### config.mk
export PLATFORM = sky130hd
export DESIGN_NAME = mem_arbiter_mc
export DESIGN_NICKNAME = d
export VERILOG_FILES = /design/src/rtl/mem_arbiter_mc.sv
export SDC_FILE = /design/constraint.sdc
export NUM_CORES = 1
export LEC_CHECK = 0
export CORE_ASPECT_RATIO = 1.75
export CORE_MARGIN = 10
export CORE_UTILIZATION = 35
export CTS_CLUSTER_DIAMETER = 40
export DETAILED_ROUTE_END_ITERATION = 8
export GPL_TIMING_DRIVEN = 0
export HOLD_SLACK_MARGIN = 0.02
export MAX_ROUTING_LAYER = met4
export PLACE_DENSITY = 0.67
export RECOVER_POWER = 25
export SLEW_MARGIN = 20
export SYNTH_ARGS = -nofsm -noshare
export SYNTH_HDL_FRONTEND = slang
export SYNTH_SLANG_ARGS = --single-unit
export TNS_END_PERCENT = 30
### constraint.sdc
create_clock -name clk -period 2.8 [get_ports clk]
set_input_delay 0.28 -clock clk [delete_from_list [all_inputs] [get_ports clk]]
set_output_delay 0.28 -clock clk [all_outputs]
set_load 0.02 [all_outputs]
### src/rtl/mem_arbiter_mc.sv
// Multi-channel arbiter onto a byte-wide external memory bus.
// Serialises 1..MAX_B byte little-endian transfers; reads are pipelined one byte per cycle.
//
// state     | meaning
// ----------+------------------------------------------------------------
// ST_IDLE   | bus idle, arbitrate among req_valid, latch the winner
// ST_ACCESS | issue bytes (write) or issue/capture bytes (read)
// ST_DONE   | pulse done for the granted channel, rdata stable
module mem_arbiter_mc #(
  parameter int NUM_CH = 2,
  parameter int ADDR_W = 32,
  parameter int MAX_B  = 4,
  parameter int RR_EN  = 0
) (
  input  logic                      clk,
  input  logic                      rst,
  input  logic                      rdy,
  input  logic [NUM_CH-1:0]         req_valid,
  input  logic [NUM_CH-1:0]         req_wr,
  input  logic [NUM_CH*ADDR_W-1:0]  req_addr,
  input  logic [NUM_CH*3-1:0]       req_len,
  input  logic [NUM_CH*8*MAX_B-1:0] req_wdata,
  output logic [NUM_CH-1:0]         done,
  output logic [8*MAX_B-1:0]        rdata,
  output logic                      busy,
  output logic [ADDR_W-1:0]         mem_a,
  output logic [7:0]                mem_dout,
  output logic                      mem_wr,
  input  logic [7:0]                mem_din
);

  localparam int         DATA_W = 8*MAX_B;
  localparam int         CH_W   = (NUM_CH > 1) ? $clog2(NUM_CH) : 1;
  localparam logic [2:0] MAX_L  = 3'(MAX_B);

  typedef enum logic [1:0] {ST_IDLE, ST_ACCESS, ST_DONE} state_t;

  state_t              state_q, state_d;
  logic [CH_W-1:0]     ch_q;
  logic [CH_W-1:0]     last_grant_q;
  logic                wr_q;
  logic [ADDR_W-1:0]   addr_q;
  logic [2:0]          len_q;
  logic [DATA_W-1:0]   wdata_q;
  logic [2:0]          ic_q;
  logic [2:0]          cc_q;
  logic                pend_q;
  logic [DATA_W-1:0]   rdata_q;

  logic                any_req;
  logic [CH_W-1:0]     gnt;
  logic                sel_wr;
  logic [ADDR_W-1:0]   sel_addr;
  logic [2:0]          sel_len_raw;
  logic [2:0]          sel_len;
  logic [DATA_W-1:0]   sel_wdata;
  int                  best_d;
  int                  cand_d;

  logic                issue;
  logic                wr_fire;
  logic                last_cap;
  logic                last_wr;

  // Winner = smallest search distance; distance is the channel index in fixed
  // mode, or the offset from last_grant+1 in round-robin mode.
  always_comb begin
    any_req     = |req_valid;
    gnt         = '0;
    sel_wr      = 1'b0;
    sel_addr    = '0;
    sel_len_raw = '0;
    sel_wdata   = '0;
    best_d      = NUM_CH;
    cand_d      = 0;
    for (int c = 0; c < NUM_CH; c++) begin
      cand_d = (RR_EN != 0) ? ((c + 2*NUM_CH - int'(last_grant_q) - 1) % NUM_CH) : c;
      if (req_valid[c] && (cand_d < best_d)) begin
        best_d      = cand_d;
        gnt         = CH_W'(c);
        sel_wr      = req_wr[c];
        sel_addr    = req_addr[c*ADDR_W +: ADDR_W];
        sel_len_raw = req_len[c*3 +: 3];
        sel_wdata   = req_wdata[c*DATA_W +: DATA_W];
      end
    end
    sel_len = ((sel_len_raw == 3'd0) || (sel_len_raw > MAX_L)) ? 3'd1 : sel_len_raw;
  end

  assign issue    = (state_q == ST_ACCESS) && !wr_q && (ic_q < len_q) && rdy;
  assign wr_fire  = (state_q == ST_ACCESS) && wr_q && rdy;
  assign last_wr  = wr_fire && (ic_q == len_q - 3'd1);
  assign last_cap = (state_q == ST_ACCESS) && !wr_q && rdy && pend_q &&
                    (cc_q == len_q - 3'd1);

  always_ff @(posedge clk or negedge rst) begin
    if (!rst) state_q <= ST_IDLE;
    else      state_q <= state_d;
  end

  always_comb begin
    state_d = state_q;
    case (state_q)
      ST_IDLE:   if (rdy && any_req) state_d = ST_ACCESS;
      ST_ACCESS: if (wr_q ? last_wr : last_cap) state_d = ST_DONE;
      ST_DONE:   if (rdy) state_d = ST_IDLE;
      default:   state_d = ST_IDLE;
    endcase
  end

  always_ff @(posedge clk or negedge rst) begin
    if (!rst) begin
      ch_q         <= '0;
      last_grant_q <= CH_W'(NUM_CH-1);
      wr_q         <= 1'b0;
      addr_q       <= '0;
      len_q        <= 3'd1;
      wdata_q      <= '0;
      ic_q         <= '0;
      cc_q         <= '0;
      pend_q       <= 1'b0;
      rdata_q      <= '0;
    end else begin
      case (state_q)
        ST_IDLE: begin
          if (rdy && any_req) begin
            ch_q         <= gnt;
            last_grant_q <= gnt;
            wr_q         <= sel_wr;
            addr_q       <= sel_addr;
            len_q        <= sel_len;
            wdata_q      <= sel_wdata;
            ic_q         <= '0;
            cc_q         <= '0;
            pend_q       <= 1'b0;
            rdata_q      <= '0;
          end
        end
        ST_ACCESS: begin
          if (!rdy) begin
            // The byte in flight is lost while frozen; rewind so it is reissued.
            pend_q <= 1'b0;
            if (!wr_q) ic_q <= cc_q;
          end else if (wr_q) begin
            ic_q <= ic_q + 3'd1;
          end else begin
            pend_q <= issue;
            if (issue) ic_q <= ic_q + 3'd1;
            if (pend_q) begin
              for (int b = 0; b < MAX_B; b++)
                if (cc_q == 3'(b)) rdata_q[8*b +: 8] <= mem_din;
              cc_q <= cc_q + 3'd1;
            end
          end
        end
        default: ;
      endcase
    end
  end

  always_comb begin
    busy     = (state_q != ST_IDLE);
    mem_wr   = wr_fire;
    mem_a    = '0;
    mem_dout = '0;
    done     = '0;
    if ((state_q == ST_ACCESS) && (wr_q || (ic_q < len_q)))
      mem_a = addr_q + ADDR_W'(ic_q);
    if ((state_q == ST_ACCESS) && wr_q) begin
      for (int b = 0; b < MAX_B; b++)
        if (ic_q == 3'(b)) mem_dout = wdata_q[8*b +: 8];
    end
    for (int c = 0; c < NUM_CH; c++)
      done[c] = (state_q == ST_DONE) && rdy && (ch_q == CH_W'(c));
  end

  assign rdata = rdata_q;

endmodule

==> reports/results.md <==
| Parameter | Value |
|:---|:---|
| Crit end category | output pin |
| Fin Clk Skew | 0.0156 ns |
| Synthesized cell area | 6230 um^2 |
| Vias in the first global route | 6,261 |
| WL/cell | 19.3 um |
| Row cnt | 64 |
| Max-slew violation count | 0 |
| Fraction of post-synthesis cell area in the top cell type by area | 43.8% |
| Kind of critical path | flop to output pin |
| Final RePlAce weighted congestion | 0.876 |
| Endpoint, Worst Hold | rdata[1] |
| Ratio of final minimum period to clock period | 100% |
| Setup Slack @ Placement | -0.525 ns |
| Die Width | 121 um |
| Area added between synthesis and finish | 47.8% |
| Worst-case setup margin in the final layout | -0.0129 ns |
| Outcome | finished, violations left |
| Hold wc startpoint | rdata[1] |
| Endpoints failing hold | 0 |
| Post-CTS clock slew at the launch and capture registers of the worst setup and hold paths | 0.09 ns |
| Number of antenna diodes | 0 |
| Share of cells above drive strength 1 | 12.2% |
| Mean instance size in the synthesized netlist | 9.27 um^2 |
| Root Buffer | sky130_fd_sc_hd__clkbuf_16 |
| Max-capacitance violation count | 0 |
| Clock latency of the later-clocked register in the worst-skew pair | 0.35 ns |
| Initial core utilization | 35.7% |
| Total Nets Final | 1,087 |
| Violated checks | negative setup slack |
| Number of instances in the synthesized netlist | 672 |
| Count of H-tree levels built during CTS | 3 |
| Number of cells on the worst reg-to-reg path | 6 |
| Floorplan core area | 17,500 um^2 |
| Layout Cell Area excl Fill | 9210 um^2 |
| Unrepaired setup endpoints after global routing | yes |
| Critical path, cell by cell | ha_4 > inv_1 > fa_2 > nor2b_4 > o2111ai_4 > buf_12 > nor4_4 > xnor2_1 > nor2_1 > buf_4 |
| Top_reg_cell synth | sky130_fd_sc_hd__dfrtp_1 |
| Endpoint of the lowest-slack register-to-register path | addr_q[21] |
| Count of unresolved DRC violations after routing | 0 |
| Global-route usage over all layers | 19.0% |
| Die H | 196 um |
| Area of the multi-input gates | 3390 um^2 |
| Number of DRC violations after detailed-routing iteration 0 | 248 |
| Antenna violations before repair | 0 |
| Library cell with the highest instance count after synthesis | sky130_fd_sc_hd__nor2_1 |
| Number of routed nets with antenna violations | 0 |
| Worst slack on hold paths | 0.489 ns |
| Final WL | 22.3 mm |
| Final-layout setup total negative slack | -0.0249 ns |
| Most numerous cell types in the synthesized netlist | sky130_fd_sc_hd__nor2_1, sky130_fd_sc_hd__dfrtp_1, sky130_fd_sc_hd__a221oi_1 |
| Die outline area | 23,700 um^2 |
| Area leader, netlist | sky130_fd_sc_hd__dfrtp_1 |
| Number of fill cells | 1,693 |
| Final Non-Filler Cells | 1,155 |
| Slowest cell delay on critical path | 0.43 ns |
| Clk sinks | 110 |
| Number of synthesized register bits | 110 |
| Post-synth EDFFs | 0 |
| Cell depth of the worst min-delay path | 1 |
| Worst-case clock buffer depth | 2 |
| Slew headroom | 20.1% |
| Worst reg2reg path startpoint | state_q[0] |
| Required time at the worst-slack endpoint | 2.52 ns |
| Worst VDD drop | 0.480 mV |
| Number of different library cells in the post-synthesis netlist | 50 |
| FF/Latch Area | 2760 um^2 |
| Wire length of the first global-routing pass | 34.7 mm |
| Critical Path Source Type | flop |
| Actual slew at the worst max-slew pin | 1.20 ns |
| Nets in the synthesized netlist | 840 |
| Overall power consumption | 8.99 mW |
| Count of yosys warnings during synthesis | 0 |
| Largest cells by area after synthesis | sky130_fd_sc_hd__dfrtp_1, sky130_fd_sc_hd__nor2_1, sky130_fd_sc_hd__a221oi_1 |
| Data arrival time of the critical path | 2.53 ns |
| Cts bufs inserted | 9 |
| Share of synthesized area occupied by flip-flops and latches | 44.2% |
| Total power per unit cell area | 977 nW/um^2 |
| Number of buffers added on ports | 223 |
| Fin crit period | 2.81 ns |
| Core occupancy in the finished layout | 52.7% |
| Via total after detailed routing | 5,943 |
| Worst Hold Class | flop to flop |
| Leakage power of the design | 3.86 nW |
| Via density per instance | 5.15 |
| Hpwl dp | 17.6 mm |
| Number of top-level pins | 225 |
| Cell with the largest stage delay on the worst path | sky130_fd_sc_hd__dfrtp_2 |
| Pin count of the biggest net entering global routing | 67 |
| Final-report setup violation count | 2 |
| CTS tree | done |
| Register-to-register setup slack | 0.43 ns |
| Achievable clock frequency | 0.356 GHz |
| First-pass detailed-route iteration total | 4 |
| Area after DPL | 8780 um^2 |
| Placed cell count | 1,127 |
| Total grt overflow | 0 |
| Share of synthesized registers carrying an async set or reset | 100% |
| Maximum fanout encountered on the critical timing path | 6 |
[placed cells by master, fill, tap and decap left out, types with 3 or more instances in the layout]
cell,synthesis,layout
sky130_fd_sc_hd__a22oi_1,9,9
sky130_fd_sc_hd__nor3_1,5,3
sky130_fd_sc_hd__nor4_2,0,3
sky130_fd_sc_hd__clkbuf_2,0,24
sky130_fd_sc_hd__buf_6,0,3
sky130_fd_sc_hd__and3_1,7,7
sky130_fd_sc_hd__mux2_1,24,24
sky130_fd_sc_hd__mux2i_1,6,6
sky130_fd_sc_hd__nor3_2,1,3
sky130_fd_sc_hd__buf_4,0,9
sky130_fd_sc_hd__a22o_1,6,6
sky130_fd_sc_hd__a221oi_1,65,65
sky130_fd_sc_hd__a21oi_2,0,3
sky130_fd_sc_hd__ha_1,18,14
sky130_fd_sc_hd__dfrtp_1,109,106
sky130_fd_sc_hd__o21ai_0,15,15
sky130_fd_sc_hd__clkdlybuf4s50_1,0,182
sky130_fd_sc_hd__nand3_1,10,9
sky130_fd_sc_hd__buf_2,4,13
sky130_fd_sc_hd__a21o_1,5,5
sky130_fd_sc_hd__dfrtp_2,0,3
sky130_fd_sc_hd__nand4_1,9,9
sky130_fd_sc_hd__inv_1,16,15
sky130_fd_sc_hd__xnor2_1,20,20
sky130_fd_sc_hd__a21oi_1,16,13
sky130_fd_sc_hd__nor2b_1,5,4
sky130_fd_sc_hd__nor2_1,170,169
sky130_fd_sc_hd__dlygate4sd2_1,0,8
sky130_fd_sc_hd__clkbuf_1,38,31
sky130_fd_sc_hd__mux2_2,8,8
sky130_fd_sc_hd__clkdlybuf4s15_2,0,4
sky130_fd_sc_hd__and2_1,10,10
sky130_fd_sc_hd__nand2_1,36,36
sky130_fd_sc_hd__xor2_1,14,14
sky130_fd_sc_hd__clkbuf_16,0,9
sky130_fd_sc_hd__and3b_1,8,8
[worst max path at each step]
stage / start / cells after the start / slack, ns / endpoint
global placement: rst / 1 / -2.99 / addr_q[29]
CTS: ic_q[1] / 7 / -0.12 / mem_dout[3]
floorplan: ic_q[0] / 8 / 0.40 / mem_a[26]
global route: ic_q[0] / 10 / -0.16 / mem_a[24]
detailed placement: ic_q[1] / 8 / -0.52 / mem_a[30]
finish: ic_q[0] / 10 / -0.01 / mem_a[24]
[registers in the layout, summed over array words and instances, names as in the netlist]
| register | flops |
|---|---|
| addr_q | 32 |
| rdata | 32 |
| wdata_q | 32 |
| cc_q | 3 |
| ic_q | 3 |
| len_q | 3 |
| state_q | 2 |
| ch_q | 1 |
| pend_q | 1 |
| wr_q | 1 |
[cells by family (layout without fill, tap and decap cells)]
logic type,after synthesis,after routing,synth area share (%)
simple gates,287,287,21.3
buf+inv,60,312,3.70
mux,38,38,6.75
compound gates,124,124,15.4
flops,110,110,44.2
fa+ha+maj,19,19,3.94
xor+xnor,34,34,4.78
[metal layers]
| metal | wire length (um) | GRT usage, % | vias up | share of wire [%] |
|---|---|---|---|---|
| met4 | 434 | 5.61 | 0 | 1.9 |
| met2 | 12600 | 35.2 | 153 | 56 |
| met1 | 8390 | 19.9 | 2874 | 38 |
| met3 | 902 | 3.29 | 23 | 4.0 |
| met5 | 0 | - | - | 0 |
| li1 | - | - | 2893 | - |
[repair_timing]
action,CTS,global route
hold endpoints to repair,43,0
gates resized for setup,112,47
pin swaps,7,3
setup endpoints to repair,41,35
buffers inserted,8,3
hold buffers,1,0
[critical path, delay by kind of cell (launching register included)]
family          cells  cell delay, ns
simple gates        3            0.57
fa+ha+maj           2            0.52
flops               1            0.43
buf+inv             3            0.40
compound gates      1            0.17
xor+xnor            1            0.10
[cell type report]
| cell class | count | share of cell area, % |
|---|---|---|
| sequential | 110 | 30.0 |
| inverter | 16 | 0.652 |
| multi-input combinational | 502 | 36.9 |
| buffer | 44 | 1.98 |
| clock inverter | 7 | 0.843 |
| tap | 231 | 3.14 |
| clock buffer | 9 | 2.45 |
| timing repair buffer | 236 | 24.1 |
[power breakdown]
group          switching, mW  internal, mW  leakage, nW  total [mW]
Clock                  0.665         0.635        0.144        1.30
Combinational           2.65          2.07         2.39        4.72
Sequential             0.636          2.34         1.33        2.97
Total                   3.96          5.04         3.86        8.99
Power figures use the tool's default switching activity.
